**config.mk**
```make
export PLATFORM = sky130hd
export DESIGN_NAME = hicore_icb_err_slave_flat
export DESIGN_NICKNAME = d
export VERILOG_FILES = /design/src/rtl/hicore_icb_err_slave_if.sv /design/src/rtl/hicore_icb_err_slave.sv /design/src/flat_wrapper.sv
export SDC_FILE = /design/constraint.sdc
export NUM_CORES = 1
export LEC_CHECK = 0
export CAP_MARGIN = 10
export CORE_ASPECT_RATIO = 2
export CORE_UTILIZATION = 45
export DETAILED_ROUTE_END_ITERATION = 6
export DONT_BUFFER_PORTS = 1
export GPL_TIMING_DRIVEN = 0
export HOLD_SLACK_MARGIN = 0.12
export MAX_ROUTING_LAYER = met4
export PLACE_DENSITY = 0.61
export SETUP_SLACK_MARGIN = 0.05
export SYNTH_ARGS = -nofsm -noshare
export SYNTH_HDL_FRONTEND = slang
export SYNTH_SLANG_ARGS = --single-unit
```
**constraint.sdc**
```tcl
create_clock -name clk -period 2.2 [get_ports clk]
set_clock_uncertainty 0.1 [all_clocks]
set_input_delay 0.22 -clock clk [delete_from_list [all_inputs] [get_ports clk]]
set_output_delay 0.22 -clock clk [all_outputs]
set_load 0.005 [all_outputs]
```
**src/rtl/hicore_icb_err_slave_if.sv**
```systemverilog
// ICB command/response bundle for the default (error) slave; no latency, pure wiring.
// Backpressure: cmd_ready from slave, rsp_ready from master.
interface hicore_icb_err_slave_if #(
  parameter int AW = 32,
  parameter int DW = 32
);
  logic            icb_cmd_valid;
  logic            icb_cmd_ready;
  logic [AW-1:0]   icb_cmd_addr;
  logic            icb_cmd_read;
  logic [DW-1:0]   icb_cmd_wdata;
  logic [DW/8-1:0] icb_cmd_wmask;
  logic            icb_rsp_valid;
  logic            icb_rsp_ready;
  logic            icb_rsp_err;
  logic [DW-1:0]   icb_rsp_rdata;

  modport master (
    output icb_cmd_valid, icb_cmd_addr, icb_cmd_read, icb_cmd_wdata, icb_cmd_wmask, icb_rsp_ready,
    input  icb_cmd_ready, icb_rsp_valid, icb_rsp_err, icb_rsp_rdata
  );

  modport slave (
    input  icb_cmd_valid, icb_cmd_addr, icb_cmd_read, icb_cmd_wdata, icb_cmd_wmask, icb_rsp_ready,
    output icb_cmd_ready, icb_rsp_valid, icb_rsp_err, icb_rsp_rdata
  );
endinterface

```
**src/rtl/hicore_icb_err_slave.sv**
```systemverilog
// ICB default slave: answers every command in order after LAT cycles (min) with a fixed err/rdata policy.
// Up to DEPTH outstanding; cmd_ready drops only when full and the head is not popping this cycle.
module hicore_icb_err_slave #(
  parameter int            AW        = 32,
  parameter int            DW        = 32,
  parameter int            DEPTH     = 2,
  parameter int            LAT       = 1,
  parameter int            ERR_MODE  = 0,
  parameter logic [DW-1:0] RDATA_VAL = '0,
  parameter int            CW        = 16
) (
  input  logic                 clk,
  input  logic                 rst_n,
  hicore_icb_err_slave_if.slave icb,
  output logic [CW-1:0]        err_cnt,
  input  logic                 err_cnt_clr
);
  localparam int IW = (DEPTH > 1) ? $clog2(DEPTH) : 1;

  logic [IW:0]   wr_ptr_q, wr_ptr_d, rd_ptr_q, rd_ptr_d;
  logic          ent_err_q [DEPTH];
  logic          ent_err_d [DEPTH];
  logic          ent_rd_q  [DEPTH];
  logic          ent_rd_d  [DEPTH];
  logic [3:0]    ent_cnt_q [DEPTH];
  logic [3:0]    ent_cnt_d [DEPTH];
  logic [CW-1:0] err_cnt_q, err_cnt_d;

  logic [IW-1:0] wr_idx, rd_idx;
  logic          empty, full, push, pop, acc_err;
  logic          head_err, head_rd;
  logic [3:0]    head_cnt;
  logic          unused_ok;

  // Wrap is compare-and-reset so non-power-of-two depths never visit a dead slot.
  function automatic logic [IW:0] ptr_inc(input logic [IW:0] p);
    logic [IW:0] r;
    r = p;
    if (p[IW-1:0] == IW'(DEPTH - 1)) begin
      r[IW-1:0] = '0;
      r[IW]     = ~p[IW];
    end else begin
      r[IW-1:0] = p[IW-1:0] + 1'b1;
    end
    return r;
  endfunction

  assign wr_idx   = wr_ptr_q[IW-1:0];
  assign rd_idx   = rd_ptr_q[IW-1:0];
  assign empty    = (wr_ptr_q == rd_ptr_q);
  assign full     = (wr_idx == rd_idx) && (wr_ptr_q[IW] != rd_ptr_q[IW]);
  assign head_err = ent_err_q[rd_idx];
  assign head_rd  = ent_rd_q[rd_idx];
  assign head_cnt = ent_cnt_q[rd_idx];

  assign icb.icb_rsp_valid = !empty && (head_cnt == 4'd0);
  assign icb.icb_rsp_err   = icb.icb_rsp_valid && head_err;
  assign icb.icb_rsp_rdata = (icb.icb_rsp_valid && head_rd && !head_err) ? RDATA_VAL : '0;
  assign pop               = icb.icb_rsp_valid && icb.icb_rsp_ready;
  assign icb.icb_cmd_ready = !full || pop;
  assign push              = icb.icb_cmd_valid && icb.icb_cmd_ready;
  assign err_cnt           = err_cnt_q;

  assign unused_ok = ^{icb.icb_cmd_wdata, icb.icb_cmd_wmask, icb.icb_cmd_addr};

  always_comb begin
    acc_err = 1'b0;
    case (ERR_MODE)
      1:       acc_err = 1'b1;
      2:       acc_err = !icb.icb_cmd_read;
      3:       acc_err = (icb.icb_cmd_addr[1:0] != 2'b00);
      default: acc_err = 1'b0;
    endcase
  end

  always_comb begin
    wr_ptr_d  = wr_ptr_q;
    rd_ptr_d  = rd_ptr_q;
    err_cnt_d = err_cnt_q;
    // Free slots also count down; harmless since a push reloads the counter.
    for (int i = 0; i < DEPTH; i++) begin
      ent_err_d[i] = ent_err_q[i];
      ent_rd_d[i]  = ent_rd_q[i];
      ent_cnt_d[i] = (ent_cnt_q[i] != 4'd0) ? ent_cnt_q[i] - 4'd1 : 4'd0;
    end
    if (push) begin
      ent_err_d[wr_idx] = acc_err;
      ent_rd_d[wr_idx]  = icb.icb_cmd_read;
      ent_cnt_d[wr_idx] = 4'(LAT - 1);
      wr_ptr_d          = ptr_inc(wr_ptr_q);
    end
    if (pop) begin
      rd_ptr_d = ptr_inc(rd_ptr_q);
    end
    if (err_cnt_clr) begin
      err_cnt_d = '0;
    end else if (pop && head_err && (err_cnt_q != {CW{1'b1}})) begin
      err_cnt_d = err_cnt_q + 1'b1;
    end
  end

  always_ff @(posedge clk or negedge rst_n) begin
    if (!rst_n) begin
      wr_ptr_q  <= '0;
      rd_ptr_q  <= '0;
      err_cnt_q <= '0;
      for (int i = 0; i < DEPTH; i++) begin
        ent_err_q[i] <= 1'b0;
        ent_rd_q[i]  <= 1'b0;
        ent_cnt_q[i] <= 4'd0;
      end
    end else begin
      wr_ptr_q  <= wr_ptr_d;
      rd_ptr_q  <= rd_ptr_d;
      err_cnt_q <= err_cnt_d;
      for (int i = 0; i < DEPTH; i++) begin
        ent_err_q[i] <= ent_err_d[i];
        ent_rd_q[i]  <= ent_rd_d[i];
        ent_cnt_q[i] <= ent_cnt_d[i];
      end
    end
  end
endmodule

```
**src/flat_wrapper.sv**
```systemverilog
// flat-port wrapper written by rule: the top's interface ports become plain ports
module hicore_icb_err_slave_flat 
#(
  parameter int            AW        = 32,
  parameter int            DW        = 32,
  parameter int            DEPTH     = 2,
  parameter int            LAT       = 1,
  parameter int            ERR_MODE  = 0,
  parameter logic [DW-1:0] RDATA_VAL = '0,
  parameter int            CW        = 16
)
  (clk, rst_n, err_cnt, err_cnt_clr, icb_icb_cmd_valid, icb_icb_cmd_addr, icb_icb_cmd_read, icb_icb_cmd_wdata, icb_icb_cmd_wmask, icb_icb_rsp_ready, icb_icb_cmd_ready, icb_icb_rsp_valid, icb_icb_rsp_err, icb_icb_rsp_rdata);
  hicore_icb_err_slave_if #(.AW(AW), .DW(DW)) icb_i ();
  input  logic clk;
  input  logic rst_n;
  output logic [CW-1:0] err_cnt;
  input  logic err_cnt_clr;
  input wire logic [$bits(icb_i.icb_cmd_valid)-1:0] icb_icb_cmd_valid;
  input wire logic [$bits(icb_i.icb_cmd_addr)-1:0] icb_icb_cmd_addr;
  input wire logic [$bits(icb_i.icb_cmd_read)-1:0] icb_icb_cmd_read;
  input wire logic [$bits(icb_i.icb_cmd_wdata)-1:0] icb_icb_cmd_wdata;
  input wire logic [$bits(icb_i.icb_cmd_wmask)-1:0] icb_icb_cmd_wmask;
  input wire logic [$bits(icb_i.icb_rsp_ready)-1:0] icb_icb_rsp_ready;
  output wire logic [$bits(icb_i.icb_cmd_ready)-1:0] icb_icb_cmd_ready;
  output wire logic [$bits(icb_i.icb_rsp_valid)-1:0] icb_icb_rsp_valid;
  output wire logic [$bits(icb_i.icb_rsp_err)-1:0] icb_icb_rsp_err;
  output wire logic [$bits(icb_i.icb_rsp_rdata)-1:0] icb_icb_rsp_rdata;
  assign icb_i.icb_cmd_valid = icb_icb_cmd_valid;
  assign icb_i.icb_cmd_addr = icb_icb_cmd_addr;
  assign icb_i.icb_cmd_read = icb_icb_cmd_read;
  assign icb_i.icb_cmd_wdata = icb_icb_cmd_wdata;
  assign icb_i.icb_cmd_wmask = icb_icb_cmd_wmask;
  assign icb_i.icb_rsp_ready = icb_icb_rsp_ready;
  assign icb_icb_cmd_ready = icb_i.icb_cmd_ready;
  assign icb_icb_rsp_valid = icb_i.icb_rsp_valid;
  assign icb_icb_rsp_err = icb_i.icb_rsp_err;
  assign icb_icb_rsp_rdata = icb_i.icb_rsp_rdata;
  hicore_icb_err_slave #(.AW(AW), .DW(DW), .DEPTH(DEPTH), .LAT(LAT), .ERR_MODE(ERR_MODE), .RDATA_VAL(RDATA_VAL), .CW(CW)) u_core (.clk(clk), .rst_n(rst_n), .icb(icb_i), .err_cnt(err_cnt), .err_cnt_clr(err_cnt_clr));
endmodule
```
# Word-level counts from Yosys, hierarchy flattened
# Index checks and enable logic that the tools add are counted.
# op_classes
shift	0
mul	0
n_mux	17
div	0
magnitude_cmp	3
n_eq_ne	4
addsub	5
reduce_logical	17
bitwise	8
# op_table
operator	count
$mux 16	2
$mux 4	6
$add 16x1->16 const B	1
$ne 16x16->1 const B	1
$and 8x8->8	1
$logic_and 1x1->1	8
$mux 8	1
$not 8->8	1
$reduce_bool 4->1	2
$sub 4x1->4 const B	2
$mux 1	6
$demux 4 s1	1
$ge 2x2->1 const B	2
$logic_not 4->1	1
$not 1->2	2
$reduce_and 2->1	2
$add 1x1->1 const B	2
$and 2x2->2	1
$eq 2x2->1	1
$logic_not 1->1	2
$lt 2x1->1 const B	1
$not 1->1	2
$not 2->2	1
$reduce_bool 2->1	1
4 further kinds	4
# word_totals
input_bits	74
latch_bits	0
ff_bits	30
n_memories	0
romBits	0
ram_bits	0

# Longest topological paths before layout
# Gate-level depths: netlist (run 1).
# depth
depth_word	11
depth_mapped	8
ltp_nobuf	6

# Least setup slack after synthesis (run 1)
# Ideal clock, no wire load.
# synth_timing
path_kind	flip-flop to flip-flop
startpoint	reg u_core.ent_cnt_q[4] (netlist bit)
endpoint	reg u_core.err_cnt_q[5], in the netlist u_core.err_cnt[5]
setup_ns	0.128
n_path_buf	1
stages_incl_launch_ff	7
path_slack_ns	0.022
arrival_time_ns	1.950
cell_sequence	dfrtp_1 > nor4_4 > o211ai_2 > a21o_4 > buf_6 > nor4_1 > mux2_1
# synth_via
elab_chain_cells	9
# synth_rtl
element	line_no	text
start, declared	hicore_icb_err_slave.sv:25	logic [3:0] ent_cnt_q [DEPTH];
start signal, assigned by index	hicore_icb_err_slave.sv:119	ent_cnt_q[i] <= ent_cnt_d[i];
$mux 4 (implied by the code) (3 in a row)	hicore_icb_err_slave.sv:54	assign head_cnt = ent_cnt_q[rd_idx];
$logic_not 4->1	hicore_icb_err_slave.sv:56	assign icb.icb_rsp_valid = !empty && (head_cnt == 4'd0);
$logic_and 1x1->1	hicore_icb_err_slave.sv:56	
$logic_and 1x1->1	hicore_icb_err_slave.sv:59	assign pop = icb.icb_rsp_valid && icb.icb_rsp_ready;
$logic_and 1x1->1 (2 in a row)	hicore_icb_err_slave.sv:97	end else if (pop && head_err && (err_cnt_q != {CW{1'b1}})) begin
$reduce_bool 2->1 (no source line)	n/a	
end signal, assigned	hicore_icb_err_slave.sv:115	err_cnt_q <= err_cnt_d;
end, declared	hicore_icb_err_slave.sv:27	logic [CW-1:0] err_cnt_q, err_cnt_d;
# No other way between the ends. The select of a mux whose other input is x is not followed.
# A chain may end at the register's enable or synchronous reset.

# Worst setup path after layout (run 1)
# layout_timing
startpoint	reg u_core.ent_cnt_q[1] (netlist bit)
endpoint	reg u_core.err_cnt_q[6], in the netlist u_core.err_cnt[6]
# The elaborated chain is that of the path after synthesis.

==> impl_metrics.prom, run 1 <==
# TYPE chip_impl_metric gauge
chip_impl_metric{name="fin_util",unit="%"} 62.9
chip_impl_metric{name="htree_levels",unit=""} 2
chip_impl_metric{name="detail_route.wirelength",unit="um"} 4590
chip_impl_metric{name="post-route-period-util",unit="%"} 99.8
chip_impl_metric{name="antennaDiodeCount",unit=""} 0
chip_impl_info{name="min_path_type",value="input pin to register"} 1
chip_impl_metric{name="dieHeight",unit="um"} 93.0
chip_impl_metric{name="setup_viol",unit=""} 0
chip_impl_info{name="synth_commonest_cells",value="32 x sky130_fd_sc_hd__buf_4, 30 x sky130_fd_sc_hd__dfrtp_1, 19 x sky130_fd_sc_hd__a21oi_1, 13 x sky130_fd_sc_hd__nand2_1, 12 x sky130_fd_sc_hd__o31ai_1"} 1
chip_impl_metric{name="area_fraction_of_the_dominant_cell_type_after_synthesis",unit="%"} 40.3
chip_impl_metric{name="pin_count",unit=""} 125
chip_impl_metric{name="regArea",unit="um2"} 756
chip_impl_info{name="timing.critical_path.cells",value="nor4_4 -> o211ai_2 -> a21o_4 -> buf_6 -> or4_4 -> a21oi_2"} 1
chip_impl_metric{name="first_global_vias",unit=""} 1528
chip_impl_metric{name="timing.critical_path.fanout_max",unit=""} 7
chip_impl_info{name="rr_endpoint",value="u_core.err_cnt[6]"} 1
chip_impl_metric{name="synth.ff_latch_count",unit=""} 30
chip_impl_metric{name="vdd.ir_drop.worst",unit="V"} 0.000688
chip_impl_metric{name="reg2reg_slack",unit="ns"} 0.004
chip_impl_metric{name="final_max_slew_viol_count",unit=""} 0
chip_impl_metric{name="grt_antenna_before_repair",unit=""} 0
chip_impl_metric{name="synth.avg_cell_area",unit="um2"} 9.37
chip_impl_metric{name="post_drt_wl_per_cell",unit="um"} 15.2
chip_impl_metric{name="grt_start_max_net_pins",unit=""} 31
chip_impl_metric{name="die-area",unit="um2"} 4420
chip_impl_metric{name="initial_core_util",unit="%"} 47.5
chip_impl_metric{name="share_of_flip_flops_with_an_asynchronous_set_or_reset",unit="%"} 100
chip_impl_metric{name="clkSinkCount",unit=""} 30
chip_impl_metric{name="total_placed_instance_area",unit="um2"} 2040
chip_impl_info{name="synth_area_leaders",value="sky130_fd_sc_hd__dfrtp_1 40%, sky130_fd_sc_hd__buf_4 13%, sky130_fd_sc_hd__a21oi_1 5.1%, sky130_fd_sc_hd__o31ai_1 4.8%, sky130_fd_sc_hd__or4_1 4.0%"} 1
chip_impl_metric{name="global_route_wire_length_before_repair",unit="um"} 6870
chip_impl_metric{name="rows",unit=""} 32
chip_impl_info{name="worstHoldEndpoint",value="u_core.ent_cnt_q[3]"} 1
chip_impl_metric{name="place_ws",unit="ns"} -0.170
chip_impl_metric{name="via_count",unit=""} 1620
chip_impl_metric{name="synth.distinct_cells",unit=""} 37
chip_impl_info{name="timing.critical_path.max_delay_family",value="simple AND/OR/NAND/NOR gates"} 1
chip_impl_info{name="launch_point_of_the_worst_reg_to_reg_path",value="u_core.ent_cnt_q[1]"} 1
chip_impl_metric{name="synth-seq-area-share",unit="%"} 40.3
chip_impl_info{name="tritoncts",value="yes"} 1
chip_impl_metric{name="slowest_delay",unit="ns"} 0.50
chip_impl_metric{name="yosysWarningCount",unit=""} 0
chip_impl_metric{name="cts_inserted_buffers",unit=""} 5
chip_impl_info{name="synthMostInstantiatedCell",value="sky130_fd_sc_hd__buf_4"} 1
chip_impl_metric{name="worst-endpoint-required",unit="ns"} 2.30
chip_impl_metric{name="finalInstanceArea",unit="um2"} 2470
chip_impl_metric{name="synth_to_layout_area_growth",unit="%"} 32.3
chip_impl_metric{name="clock_path_buffers",unit=""} 2
chip_impl_metric{name="gp_congestion",unit=""} 0.817
chip_impl_metric{name="cellLeakagePower",unit="uW"} 0.00112
chip_impl_metric{name="timing.max_slew.rel_slack",unit="%"} 47.6
chip_impl_info{name="root_buffer",value="sky130_fd_sc_hd__clkbuf_8"} 1
chip_impl_info{name="status",value="complete, no violations"} 1
chip_impl_info{name="path_class",value="register to register"} 1
chip_impl_info{name="critPathSlowestCell",value="sky130_fd_sc_hd__or4_4"} 1
chip_impl_info{name="grt_setup_unrepaired",value="true"} 1
chip_impl_metric{name="footprint_of_the_multi_input_gates",unit="um2"} 1080
chip_impl_info{name="worstSetupStartpointType",value="register"} 1
chip_impl_info{name="synth_top_cell_by_area",value="sky130_fd_sc_hd__dfrtp_1"} 1
chip_impl_metric{name="detailedRoute.firstIterationViolations",unit=""} 25
chip_impl_metric{name="synthCells",unit=""} 199
chip_impl_metric{name="drt.antenna.violating_nets",unit=""} 0
chip_impl_metric{name="route.detailed.vias_per_inst",unit=""} 5.36
chip_impl_metric{name="post-dp-hpwl",unit="um"} 3160
chip_impl_metric{name="fraction_of_layout_instances_using_a_drive_strength_above_1",unit="%"} 37.8
chip_impl_metric{name="worst-path-buf-inv",unit=""} 1
chip_impl_metric{name="gr-total-overflow",unit=""} 0
chip_impl_metric{name="timing.max_cap.violations",unit=""} 0
chip_impl_metric{name="finalPower",unit="uW"} 1470
chip_impl_metric{name="worst_pin_slew",unit="ns"} 0.786
chip_impl_metric{name="number_of_synthesized_flops_with_an_enable_pin",unit=""} 0
chip_impl_metric{name="worst-endpoint-arrival",unit="ns"} 2.30
chip_impl_metric{name="global_route.usage.total",unit="%"} 21.9
chip_impl_metric{name="post_synth_instance_area",unit="um2"} 1860
chip_impl_metric{name="hold-path-cell-count",unit=""} 3
chip_impl_metric{name="worst-r2r-cell-count",unit=""} 6
chip_impl_metric{name="finalCriticalPeriod",unit="ns"} 2.20
chip_impl_metric{name="portBuffers",unit=""} 0
chip_impl_metric{name="finish.net_count",unit=""} 325
chip_impl_metric{name="detailedRoute.firstPassIterationCount",unit=""} 4
chip_impl_metric{name="core",unit="um2"} 3920
chip_impl_metric{name="pwr_density_cell",unit="nW/um2"} 597
chip_impl_metric{name="timing_hold_violations_final",unit=""} 0
chip_impl_metric{name="drcViolationCount",unit=""} 0
chip_impl_metric{name="cts.reportedPaths.clkPinSlew",unit="ns"} 0.06
chip_impl_info{name="hold_path.startpoint",value="icb_icb_cmd_valid"} 1
chip_impl_info{name="primary_flip_flop_cell_chosen_by_synthesis_mapping",value="sky130_fd_sc_hd__dfrtp_1"} 1
chip_impl_metric{name="fin_ws",unit="ns"} 0.00359
chip_impl_metric{name="fillers",unit=""} 358
chip_impl_metric{name="die_wd",unit="um"} 47.5
chip_impl_info{name="timing.critical_path.to_type",value="register"} 1
chip_impl_metric{name="fmaxAchievable",unit="MHz"} 455
chip_impl_metric{name="worst_skew_pair.late_latency",unit="ns"} 0.29
==> per-layer routing <==
metal	track usage (%)	share of wire [%]	up-vias
met2	38.0	56	52
met3	5.60	4.7	8
li1	-	-	774
met5	-	0	-
met1	22.3	37	786
met4	7.86	2.0	0
==> cell families (layout without fill, tap and decap cells) <==
| logic type | after synthesis | count (layout) | synth area share (%) |
|---|---|---|---|
| fa+ha+maj | 1 | 1 | 0.671 |
| mux | 5 | 5 | 2.95 |
| compound gates | 51 | 51 | 17.5 |
| flops | 30 | 30 | 40.3 |
| xor+xnor | 3 | 3 | 1.81 |
| buf+inv | 43 | 64 | 15.5 |
| simple gates | 65 | 65 | 21.1 |
| other cells | 1 | 32 | 0.201 |
==> layout by cell type, fill, tap and decap left out, types with 3 or more instances in the layout <==
| master | n |
|---|---|
| sky130_fd_sc_hd__a21oi_1 | 10 |
| sky130_fd_sc_hd__a21oi_2 | 9 |
| sky130_fd_sc_hd__and4_1 | 3 |
| sky130_fd_sc_hd__buf_4 | 37 |
| sky130_fd_sc_hd__buf_6 | 3 |
| sky130_fd_sc_hd__clkbuf_1 | 4 |
| sky130_fd_sc_hd__clkbuf_8 | 6 |
| sky130_fd_sc_hd__conb_1 | 32 |
| sky130_fd_sc_hd__dfrtp_1 | 26 |
| sky130_fd_sc_hd__dfrtp_2 | 4 |
| sky130_fd_sc_hd__dlygate4sd3_1 | 3 |
| sky130_fd_sc_hd__inv_1 | 3 |
| sky130_fd_sc_hd__mux2_4 | 3 |
| sky130_fd_sc_hd__nand2_1 | 13 |
| sky130_fd_sc_hd__nand3_1 | 8 |
| sky130_fd_sc_hd__nand4_1 | 3 |
| sky130_fd_sc_hd__nor2_1 | 7 |
| sky130_fd_sc_hd__nor2b_1 | 6 |
| sky130_fd_sc_hd__nor4_4 | 4 |
| sky130_fd_sc_hd__o21ai_0 | 10 |
| sky130_fd_sc_hd__o31ai_1 | 9 |
| sky130_fd_sc_hd__o31ai_2 | 3 |
| sky130_fd_sc_hd__or4_4 | 9 |
==> report_power, final <==
group	internal (uW)	switching (uW)
sequential	590	66.6
clock	252	205
combinational	147	212
==> flip-flops by register name, indices dropped and copies added (netlist names) <==
name              cells
u_core.ent_cnt_q      8
u_core.ent_err_q      2
u_core.err_cnt       16
u_core.wr_ptr_q       2
u_core.rd_ptr_q       2
==> through the flow <==
stage | TNS, ns | cells | hold WS, ns
finish | 0 | 302 | 0.144
global route | -0.185 | 302 | 0.188
CTS | 0 | 298 | 0.138
global placement | -0.785 | 281 | -0.175
detailed placement | -1.37 | 281 | -0.175
floorplan | 0 | 230 | -0.176
==> worst reg2reg max path, delay by kind of cell, from the launching register on <==
kind / cells / cell delay (ns)
DFF: 1 / 0.45
and+or+nand+nor: 2 / 0.87
buffers and inverters: 1 / 0.14
AOI/OAI and AO/OA: 3 / 0.57
==> how the worst max path moves through the flow <==
stage                             start                  to  slack (ns)  cells past startpoint
floorplan           u_core.ent_cnt_q[7]   u_core.err_cnt[5]        0.05                      6
global placement    u_core.ent_cnt_q[7]   u_core.err_cnt[5]       -0.12                      6
detailed placement  u_core.ent_cnt_q[3]   u_core.err_cnt[8]       -0.17                      6
CTS                 u_core.ent_cnt_q[0]  u_core.err_cnt[13]        0.03                      6
global route        u_core.ent_cnt_q[1]  u_core.err_cnt[10]       -0.05                      6
finish              u_core.ent_cnt_q[1]   u_core.err_cnt[6]       0.004                      6
==> layout make-up <==
class | instances | area share (%)
buffer | 39 | 12.5
tap | 51 | 2.59
inverter | 4 | 0.812
sequential | 30 | 30.6
multi-input combinational | 157 | 43.8
timing repair buffer | 13 | 5.94
clock inverter | 1 | 0.203
clock buffer | 7 | 3.50
==> timing repair <==
item,CTS,global route
setup buffers,5,2
cloned,0,2
pin swaps,15,19
hold buffers,4,0
gates resized for setup,23,29
hold endpoints to repair,32,0
setup endpoints to repair,17,17
Power figures use the tool's default switching activity.
==> run 2: changes to the inputs <==
- CELL_PAD_IN_SITES_DETAIL_PLACEMENT: not set -> 1
- CELL_PAD_IN_SITES_GLOBAL_PLACEMENT: not set -> 2
- CORE_UTILIZATION: 45 -> 30
- PLACE_DENSITY: 0.61 -> 0.73
==> impl_metrics.prom, run 2 (same netlist as run 1, synthesis figures left out) <==
# TYPE chip_impl_metric gauge
chip_impl_info{name="status",value="finished, violations left"} 1
chip_impl_info{name="failed_checks",value="DRC"} 1
chip_impl_metric{name="clock_power_share",unit="%"} 39.8
chip_impl_metric{name="cts_inserted_buffers",unit=""} 5
chip_impl_metric{name="antennaDiodeCount",unit=""} 0
chip_impl_info{name="rr_endpoint",value="u_core.err_cnt[2]"} 1
chip_impl_metric{name="p_int",unit="uW"} 1200
chip_impl_metric{name="power.share.switching",unit="%"} 31.1
chip_impl_metric{name="detailedRoute.firstPassIterationCount",unit=""} 6
chip_impl_metric{name="timing.max_cap.violations",unit=""} 0
chip_impl_metric{name="timing.critical_path.fanout_max",unit=""} 10
chip_impl_metric{name="worst-r2r-cell-count",unit=""} 6
chip_impl_metric{name="portBuffers",unit=""} 0
chip_impl_metric{name="flip_flop_count_of_the_largest_register_all_copies_and_words_added",unit=""} 16
chip_impl_metric{name="grt_start_max_net_pins",unit=""} 31
chip_impl_metric{name="die_wd",unit="um"} 57.7
chip_impl_metric{name="worst-endpoint-required",unit="ns"} 1.88
chip_impl_metric{name="detail_route.wirelength",unit="um"} 5220
chip_impl_metric{name="fraction_of_layout_instances_using_a_drive_strength_above_1",unit="%"} 41.7
chip_impl_metric{name="clkSinkCount",unit=""} 30
chip_impl_metric{name="grt_util_met3",unit="%"} 3.17
chip_impl_metric{name="pin_count",unit=""} 125
chip_impl_metric{name="global_route_wire_length_before_repair",unit="um"} 8250
chip_impl_metric{name="vdd.ir_drop.worst",unit="V"} 0.000249
chip_impl_metric{name="cts.reportedPaths.clkPinSlew",unit="ns"} 0.05
chip_impl_metric{name="worst_skew_pair.late_latency",unit="ns"} 0.28
chip_impl_metric{name="net_switching_power",unit="uW"} 542
chip_impl_metric{name="power.share.sequential",unit="%"} 38.5
chip_impl_metric{name="timing_hold_violations_final",unit=""} 0
chip_impl_metric{name="finish.net_count",unit=""} 328
chip_impl_metric{name="via_count",unit=""} 1609
chip_impl_metric{name="fmaxAchievable",unit="MHz"} 467
chip_impl_metric{name="route.detailed.vias_per_inst",unit=""} 5.08
chip_impl_metric{name="first_global_vias",unit=""} 1648
chip_impl_metric{name="worst-endpoint-arrival",unit="ns"} 1.82
chip_impl_metric{name="die-area",unit="um2"} 6550
chip_impl_metric{name="globalRouteMet1Util",unit="%"} 16.2
chip_impl_info{name="critPathSlowestCell",value="sky130_fd_sc_hd__dfrtp_2"} 1
chip_impl_metric{name="finalCriticalPeriod",unit="ns"} 2.14
chip_impl_info{name="min_path_type",value="input pin to register"} 1
chip_impl_info{name="critPathLaunch",value="u_core.ent_cnt_q[1]"} 1
chip_impl_metric{name="hold-path-cell-count",unit=""} 3
chip_impl_metric{name="share_comb_of_total_power",unit="%"} 21.8
chip_impl_metric{name="fillers",unit=""} 713
chip_impl_metric{name="drt.antenna.violating_nets",unit=""} 0
chip_impl_info{name="worstHoldEndpoint",value="u_core.ent_cnt_q[3]"} 1
chip_impl_metric{name="setup-tns-final",unit="ns"} 0
chip_impl_metric{name="global_route.usage.total",unit="%"} 17.1
chip_impl_metric{name="worst_pin_slew",unit="ns"} 0.765
chip_impl_info{name="path_class",value="register to primary output"} 1
chip_impl_metric{name="detailedRoute.firstIterationViolations",unit=""} 56
chip_impl_metric{name="gr-total-overflow",unit=""} 0
chip_impl_info{name="timing.critical_path.to_type",value="primary output"} 1
chip_impl_metric{name="dieHeight",unit="um"} 113
chip_impl_metric{name="post-dp-hpwl",unit="um"} 3600
chip_impl_metric{name="post-route-period-util",unit="%"} 97.3
chip_impl_metric{name="drcViolationCount",unit=""} 1
chip_impl_metric{name="worst_hold_slack",unit="ns"} 0.152
chip_impl_info{name="hold_path.startpoint",value="icb_icb_cmd_valid"} 1
chip_impl_info{name="grt_setup_unrepaired",value="true"} 1
chip_impl_metric{name="grt_use_met2",unit="%"} 32.0
chip_impl_metric{name="core",unit="um2"} 6010
chip_impl_metric{name="setup_viol",unit=""} 0
chip_impl_metric{name="final_max_slew_viol_count",unit=""} 0
chip_impl_info{name="most_common_library_cell_in_the_layout_ignoring_fill_and_taps",value="sky130_fd_sc_hd__buf_4"} 1
chip_impl_metric{name="footprint_of_the_multi_input_gates",unit="um2"} 1110
chip_impl_metric{name="timing.max_slew.rel_slack",unit="%"} 49.0
chip_impl_info{name="grt_most_used_layer",value="met2"} 1
chip_impl_metric{name="grt_antenna_before_repair",unit=""} 0
chip_impl_metric{name="slowest_delay",unit="ns"} 0.43
chip_impl_metric{name="clock_path_buffers",unit=""} 2
chip_impl_metric{name="reg2reg_slack",unit="ns"} 0.07
chip_impl_metric{name="cellLeakagePower",unit="uW"} 0.00114
chip_impl_metric{name="post_drt_wl_per_cell",unit="um"} 16.5
chip_impl_info{name="root_buffer",value="sky130_fd_sc_hd__clkbuf_16"} 1
chip_impl_metric{name="synth_to_layout_area_growth",unit="%"} 37.2
chip_impl_info{name="worstSetupStartpointType",value="register"} 1
chip_impl_metric{name="rows",unit=""} 40
chip_impl_metric{name="pwr_density_cell",unit="nW/um2"} 681
chip_impl_metric{name="htree_levels",unit=""} 2
chip_impl_metric{name="finalPower",unit="uW"} 1740
chip_impl_info{name="tritoncts",value="yes"} 1
chip_impl_metric{name="regArea",unit="um2"} 759
chip_impl_metric{name="initial_core_util",unit="%"} 31.0
chip_impl_info{name="mostFrequentLayoutCells",value="42 x sky130_fd_sc_hd__buf_4, 32 x sky130_fd_sc_hd__conb_1, 23 x sky130_fd_sc_hd__dfrtp_1"} 1
chip_impl_info{name="timing.critical_path.cells",value="nor4_4 -> o211ai_2 -> a21o_4 -> buf_12 -> buf_8 -> inv_4"} 1
chip_impl_info{name="launch_point_of_the_worst_reg_to_reg_path",value="u_core.ent_cnt_q[1]"} 1
chip_impl_metric{name="gp_congestion",unit=""} 0.754
-- run 2: worst max-delay path by stage --
stage	end	slack (ns)	depth (start not counted)
after floorplan	u_core.err_cnt[5]	0.05	6
after global placement	u_core.err_cnt[5]	-0.20	6
after detailed placement	u_core.err_cnt[5]	-0.22	6
after CTS	u_core.err_cnt[7]	0.001	6
after global routing	u_core.err_cnt[2]	0.007	6
final	icb_icb_rsp_err	0.06	6
-- run 2: layout make-up --
type                            instances  share of cell area (%)
Multi-Input combinational cell        157                    43.3
Sequential cell                        30                    29.7
Buffer                                 39                    11.7
Timing Repair Buffer                   16                    5.77
Clock buffer                            7                    5.58
Tap cell                               63                    3.08
Inverter                                4                   0.685
Clock inverter                          1                   0.196
-- run 2: what timing repair did --
item,4_1_cts,5_1_grt
endpoints found under the hold margin,32,0
hold buffers,4,0
setup endpoints to repair,17,17
buffers inserted,6,6
resized for setup,17,42
pin swaps,17,27
-- run 2: metrics by stage --
| stage | instances | instance area [um2] | util [%] | setup WS [ns] |
|---|---|---|---|---|
| after floorplan | 230 | 1980 | - | 0.0480 |
| after global placement | 293 | 2060 | 34.3 | -0.197 |
| after detailed placement | 293 | 2060 | 34.3 | -0.222 |
| after CTS | 311 | 2380 | 39.6 | 0.00138 |
| after global routing | 317 | 2560 | 42.6 | 0.00666 |
| final | 317 | 2560 | 42.6 | 0.0603 |
-- run 2: metal layers --
metal	share of wire, %	up-vias
met1	34	780
met2	58	49
li1	-	773
met5	0	-
met4	2.3	0
met3	5.0	7
-- run 2: critical path: cells and delay by family (launching register included) --
family / cells / cell delay [ns]
compound gates: 2 / 0.41
buf+inv: 3 / 0.35
flops: 1 / 0.43
simple gates: 1 / 0.35
-- run 2: power by group through the flow --
| stage | registers, uW | clock network, uW | logic [uW] |
|---|---|---|---|
| final | 670 | 693 | 379 |
| after global routing | 677 | 718 | 419 |
| after CTS | 670 | 700 | 378 |
| after detailed placement | 667 | 0 | 342 |
| after global placement | 667 | 0 | 342 |
| after floorplan | 654 | 0 | 281 |
